## src/rtl/rank_topk_sorter.sv

```systemverilog
// Streaming top-K selection sorter: loads up to DEPTH {key,id} pairs, then
// repeatedly scans the stored frame for the best unselected entry and emits it.
module rank_topk_sorter #(
    parameter int KEY_W  = 32,
    parameter int ID_W   = 16,
    parameter int DEPTH  = 32,
    parameter int K      = DEPTH,
    parameter int ADDR_W = $clog2(DEPTH)
) (
    input  logic             clk,
    input  logic             reset,
    input  logic             cfg_desc,
    input  logic             in_valid,
    output logic             in_ready,
    input  logic [KEY_W-1:0] in_key,
    input  logic [ID_W-1:0]  in_id,
    input  logic             in_last,
    output logic             out_valid,
    input  logic             out_ready,
    output logic [KEY_W-1:0] out_key,
    output logic [ID_W-1:0]  out_id,
    output logic             out_last,
    output logic             busy
);

    localparam int               CNT_W  = ADDR_W + 1;
    localparam logic [CNT_W-1:0] K_C    = CNT_W'(K);
    localparam logic [CNT_W-1:0] LAST_C = CNT_W'(DEPTH - 1);
    localparam logic [CNT_W-1:0] ONE_C  = CNT_W'(1);

    typedef enum logic [1:0] {
        ST_LOAD = 2'd0,
        ST_SCAN = 2'd1,
        ST_EMIT = 2'd2
    } state_e;

    state_e            state_q, state_d;
    logic [CNT_W-1:0]  count_q, count_d;
    logic [CNT_W-1:0]  emitted_q, emitted_d;
    logic [CNT_W-1:0]  scan_q, scan_d;
    logic [DEPTH-1:0]  sel_q, sel_d;
    logic              mode_q, mode_d;
    logic              best_vld_q, best_vld_d;
    logic [ADDR_W-1:0] best_idx_q, best_idx_d;
    logic [KEY_W-1:0]  best_key_q, best_key_d;
    logic [ID_W-1:0]   best_id_q, best_id_d;
    logic              out_valid_q, out_valid_d;
    logic [KEY_W-1:0]  out_key_q, out_key_d;
    logic [ID_W-1:0]   out_id_q, out_id_d;
    logic              out_last_q, out_last_d;

    logic [KEY_W-1:0]  key_mem [DEPTH];
    logic [ID_W-1:0]   id_mem  [DEPTH];

    logic              accept_s;
    logic [ADDR_W-1:0] scan_addr_s;
    logic [KEY_W-1:0]  scan_key_s;
    logic [ID_W-1:0]   scan_id_s;
    logic              better_s;
    logic              take_s;
    logic              scan_done_s;
    logic [CNT_W-1:0]  k_eff_s;

    assign accept_s    = (state_q == ST_LOAD) && in_valid;
    assign scan_addr_s = scan_q[ADDR_W-1:0];
    assign scan_key_s  = key_mem[scan_addr_s];
    assign scan_id_s   = id_mem[scan_addr_s];
    // Strict comparison so an equal key never displaces the earlier arrival.
    assign better_s    = mode_q ? (scan_key_s > best_key_q) : (scan_key_s < best_key_q);
    assign take_s      = !sel_q[scan_addr_s] && (!best_vld_q || better_s);
    assign scan_done_s = (scan_q == (count_q - ONE_C));
    assign k_eff_s     = (K_C < count_q) ? K_C : count_q;

    assign in_ready  = (state_q == ST_LOAD);
    assign busy      = (state_q != ST_LOAD);
    assign out_valid = out_valid_q;
    assign out_key   = out_key_q;
    assign out_id    = out_id_q;
    assign out_last  = out_last_q;

    // Entry storage; contents are qualified by count/mask so no reset is needed.
    always_ff @(posedge clk) begin
        if (accept_s) begin
            key_mem[count_q[ADDR_W-1:0]] <= in_key;
            id_mem[count_q[ADDR_W-1:0]]  <= in_id;
        end
    end

    // Next-state and datapath decode for LOAD/SCAN/EMIT.
    always_comb begin
        state_d     = state_q;
        count_d     = count_q;
        emitted_d   = emitted_q;
        scan_d      = scan_q;
        sel_d       = sel_q;
        mode_d      = mode_q;
        best_vld_d  = best_vld_q;
        best_idx_d  = best_idx_q;
        best_key_d  = best_key_q;
        best_id_d   = best_id_q;
        out_valid_d = out_valid_q;
        out_key_d   = out_key_q;
        out_id_d    = out_id_q;
        out_last_d  = out_last_q;
        case (state_q)
            ST_LOAD: begin
                if (in_valid) begin
                    count_d = count_q + ONE_C;
                    if (count_q == {CNT_W{1'b0}}) begin
                        mode_d = cfg_desc;
                    end else begin
                        mode_d = mode_q;
                    end
                    if (in_last || (count_q == LAST_C)) begin
                        state_d    = ST_SCAN;
                        scan_d     = {CNT_W{1'b0}};
                        best_vld_d = 1'b0;
                    end else begin
                        state_d = ST_LOAD;
                    end
                end else begin
                    count_d = count_q;
                end
            end
            ST_SCAN: begin
                if (take_s) begin
                    best_vld_d = 1'b1;
                    best_idx_d = scan_addr_s;
                    best_key_d = scan_key_s;
                    best_id_d  = scan_id_s;
                end else begin
                    best_vld_d = best_vld_q;
                end
                if (scan_done_s) begin
                    state_d     = ST_EMIT;
                    out_valid_d = 1'b1;
                    out_key_d   = take_s ? scan_key_s : best_key_q;
                    out_id_d    = take_s ? scan_id_s : best_id_q;
                    out_last_d  = ((emitted_q + ONE_C) == k_eff_s);
                end else begin
                    scan_d = scan_q + ONE_C;
                end
            end
            ST_EMIT: begin
                if (out_ready) begin
                    out_valid_d = 1'b0;
                    if (out_last_q) begin
                        state_d   = ST_LOAD;
                        count_d   = {CNT_W{1'b0}};
                        sel_d     = {DEPTH{1'b0}};
                        emitted_d = {CNT_W{1'b0}};
                    end else begin
                        state_d           = ST_SCAN;
                        scan_d            = {CNT_W{1'b0}};
                        best_vld_d        = 1'b0;
                        sel_d[best_idx_q] = 1'b1;
                        emitted_d         = emitted_q + ONE_C;
                    end
                end else begin
                    out_valid_d = out_valid_q;
                end
            end
            default: begin
                state_d     = ST_LOAD;
                count_d     = {CNT_W{1'b0}};
                sel_d       = {DEPTH{1'b0}};
                emitted_d   = {CNT_W{1'b0}};
                out_valid_d = 1'b0;
            end
        endcase
    end

    // State and control registers with asynchronous reset.
    always_ff @(posedge clk or posedge reset) begin
        if (reset) begin
            state_q     <= ST_LOAD;
            count_q     <= {CNT_W{1'b0}};
            emitted_q   <= {CNT_W{1'b0}};
            scan_q      <= {CNT_W{1'b0}};
            sel_q       <= {DEPTH{1'b0}};
            mode_q      <= 1'b0;
            best_vld_q  <= 1'b0;
            best_idx_q  <= {ADDR_W{1'b0}};
            best_key_q  <= {KEY_W{1'b0}};
            best_id_q   <= {ID_W{1'b0}};
            out_valid_q <= 1'b0;
            out_key_q   <= {KEY_W{1'b0}};
            out_id_q    <= {ID_W{1'b0}};
            out_last_q  <= 1'b0;
        end else begin
            state_q     <= state_d;
            count_q     <= count_d;
            emitted_q   <= emitted_d;
            scan_q      <= scan_d;
            sel_q       <= sel_d;
            mode_q      <= mode_d;
            best_vld_q  <= best_vld_d;
            best_idx_q  <= best_idx_d;
            best_key_q  <= best_key_d;
            best_id_q   <= best_id_d;
            out_valid_q <= out_valid_d;
            out_key_q   <= out_key_d;
            out_id_q    <= out_id_d;
            out_last_q  <= out_last_d;
        end
    end

endmodule

```

## config.mk

```make
export PLATFORM = sky130hd
export DESIGN_NAME = rank_topk_sorter
export DESIGN_NICKNAME = d
export VERILOG_FILES = /design/src/rtl/rank_topk_sorter.sv
export SDC_FILE = /design/constraint.sdc
export NUM_CORES = 2
export LEC_CHECK = 0
export ABC_AREA = 1
export CORE_UTILIZATION = 50
export CTS_CLUSTER_DIAMETER = 200
export CTS_CLUSTER_SIZE = 10
export DETAILED_ROUTE_END_ITERATION = 6
export PLACE_DENSITY = 0.64
export SLEW_MARGIN = 25
export SYNTH_ARGS = -nofsm -noshare
export SYNTH_HDL_FRONTEND = slang
export SYNTH_SLANG_ARGS = --single-unit
```

## constraint.sdc

```tcl
create_clock -name clk -period 7.7 [get_ports clk]
set_input_delay 1.54 -clock clk [delete_from_list [all_inputs] [get_ports clk]]
set_output_delay 1.54 -clock clk [all_outputs]
set_load 0.01 [all_outputs]
```

==> impl_results.md <==
* Status: finished, final reports clean
* Vias per inst at 6.02
* Max Cap Viol at 0
* Die X at 371 microns
* Largest net degree at the start of global routing at 229
* Register area share after synthesis at 0.734
* Most used cell, CP: nand2_1
* Max Fclk at 169 MHz
* Final Hold Fails at 0
* WHS at 0.476 ns
* Worst Clk Skew at 0.0215 ns
* Yosys reg bits at 1,693
* DRT Wirelength at 188 mm
* Crit path cell chain: inv_8 > buf_12 > o21ai_0 > o21ai_0 > o211ai_1 > nand2_1 > nand2_1 > inv_1 > ha_1 > nand2_1 > inv_1 > nand2_1 > nand2_1 > nand2_1 > nand3_1 > a21oi_1 > nand3_1 > nand3_2 > buf_4 > nand2_2 > nand2_1 > nand3_1 > nand2_1
* Syn Nets at 5,650
* WL/cell at 25.3 microns
* Clock slew at reported path FFs at 0.06 ns
* Period utilisation layout at 0.771
* Ys Warns at 0
* Placed cell areas at 71,100 sq um
* Peak supply drop at 0.391 mV
* Top-level I/O count at 106
* Final net count at 5,680
* Post-DP HPWL at 97.3 mm
* Max Transition Viols Final at 0
* CTS Buffer Depth at 3
* Core area at 135,000 sq um
* Multi-input gate area at 16,100 sq um
* Pre-CTS WS at 1.84 ns
* Clock buffer count from CTS at 187
* Sequential cell area at 50,100 sq um
* Prevailing post-synth register cell: edfxtp_1
* Initial DRC Count at 5,570
* DR DRC count at 0
* Vias at 44,800
* Post-synth ARST share at 0.0927
* Share of layout cells above drive strength 1 at 0.0686
* Max FO, Critical Path at 161
* Post-CTS Setup Inserts at 0
* CP max stage cell: dfrtp_4
* Critical path class: flop to flop
* Fill count at 11,000
* Drt pass-1 iters at 5
* Crit path required time at 8.45 ns
* Final core occ at 0.562
* Vias in the first global route at 42,000
* CTS tree: done
* Critical Path AT at 6.68 ns
* Number of gates resized after CTS at 0
* Final WS setup at 1.77 ns
* Critical Path Start Type: flop
* Netlist Area Pre-Place at 68,200 sq um
* Gr ovfl total at 0
* Synth cell types at 36
* R2R setup slack at 1.77 ns
* Buf+Inv Stages, Crit Path at 5
* Die ar. at 138,000 sq um
* Syn Inst Count at 5,558
* Htree depth at 4
* Final RePlAce weighted congestion at 0.858
* Clock Sinks at 1,693
* Design area at 76,100 sq um
* Synth Area per Inst at 12.3 sq um
* Num rows at 135
* Starting density of the core at 0.504
* Critical path's largest stage delay at 0.91 ns
* Global-route wire length before repair at 276 mm
* P&R area growth vs syn at 11.6%
* Setup TNS at 0 ns
* Clock Root Buffer: clkbuf_16
* Initial antenna violation count at 12
* Family with the most delay on the worst path: simple AND/OR/NAND/NOR gates
* Antenna Violating Nets Remaining at 0
* Min-Delay Path Class: flop to flop
* RSZ-0062 raised after global routing: false
* Worst Tran Pin Value at 1.12 ns
* Pleak at 0.0258 uW
* Critical Path Sink Type: flop
* CTS Hold Bufs at 0
* Power per Cell Area at 377 nW/um^2
* Die height at 371 microns
* Max-slew headroom at 0.254
* Port Buffers at 105
* Count of final setup violators at 0
* Crit path time final at 5.93 ns
* Clock Latency Late Sink at 0.82 ns
* EDFF count, synth at 1,536
* GRT Total Usage at 0.273
sequential cells by signal, indices dropped and copies added (netlist names), 16 cells and up:
name / cells
out_id: 16
key_mem: 1024
best_key_q: 32
id_mem: 512
sel_q: 32
best_id_q: 16
out_key: 32
layout make-up:
cell class | count | share of cell area
diodes | 6 | 0.000197
clock buffers | 243 | 0.0653
clock inverters | 12 | 0.00255
inverters | 160 | 0.00822
multi-input cells | 3338 | 0.212
flip-flops and latches | 1693 | 0.658
well taps | 1781 | 0.0293
repair buffers | 208 | 0.0248
metal layers:
layer / track usage / share of wire
met1: 0.387 / 0.42
met2: 0.427 / 0.46
met3: 0.0521 / 0.093
met4: 0.0850 / 0.027
met5: 0 / 0.00014
cell families (layout without fill, tap and decap cells):
logic type                 count (synthesis)  in the layout  synth area share
other                                      0              6                 0
and+or+nand+nor                         1871           1871             0.109
AOI/OAI and AO/OA                       1414           1414             0.115
adders and majority gates                 38             38           0.00697
buffers and inverters                    527            623            0.0335
DFF                                     1693           1693             0.734
xor gates and xnor gates                  15             15           0.00193
path summary, 6_finish.rpt:
path	to	cells after the start	from
worst max-delay path	out_key[23]	23	scan_q[0]
worst min register to register	out_key[20]	2	out_key[20]
worst max register to register	out_key[23]	23	scan_q[0]
worst min-delay path	out_key[20]	2	out_key[20]
max in group asynchronous	scan_q[0]	3	reset
min in group asynchronous	out_key[24]	2	reset
power breakdown:
group | total, uW | switching [uW] | internal (uW)
sequential | 10900 | 344 | 10600
combinational | 9950 | 7080 | 2880
clock | 7860 | 3400 | 4460
synth_stat cells, types with 4 or more instances:
library cell / instances / share of area
o22ai_1: 198 / 0.018
buf_4: 27 / 0.0030
nor3_1: 14 / 0.0010
inv_1: 152 / 0.0084
nand3_1: 182 / 0.013
nand4_1: 46 / 0.0042
ha_1: 38 / 0.0070
o21ai_1: 62 / 0.0045
inv_2: 6 / 0.00033
buf_2: 99 / 0.0073
dfrtp_1: 157 / 0.058
o211ai_1: 168 / 0.018
a21oi_1: 117 / 0.0086
nor2_1: 1002 / 0.055
o221ai_1: 27 / 0.0035
clkbuf_1: 210 / 0.012
o21ai_0: 834 / 0.061
edfxtp_1: 1536 / 0.68
xor2_1: 11 / 0.0014
buf_6: 11 / 0.0018
buf_1: 20 / 0.0011
nand2_1: 619 / 0.034
xnor2_1: 4 / 0.00051
through the flow:
stage	total power, uW	cells
6_report	28700	7441
5_1_grt	30300	7439
4_1_cts	28800	7435
3_5_place_dp	20900	7180
3_3_place_gp	20800	7178
2_1_floorplan	17800	5558
cell usage in the layout, fill, tap and decap left out, drive strengths merged, types with 46 or more instances in the layout:
cell type / netlist / final
buf: 157 / 131
o21ai: 896 / 896
nor2: 1002 / 1002
dfrtp: 157 / 157
nand4: 46 / 46
inv: 158 / 158
nand2: 619 / 619
nand3: 184 / 184
o211ai: 168 / 168
o22ai: 198 / 198
a21oi: 117 / 117
clkdlybuf4s50: 0 / 77
clkbuf: 210 / 243
edfxtp: 1536 / 1536
worst min-delay path, delay by kind of cell (launching register included):
family           cells  cell delay, ns
AND/OR/NAND/NOR      2            0.10
flip-flops           1            0.34
Note: power is estimated with default switching activity, not from simulation.
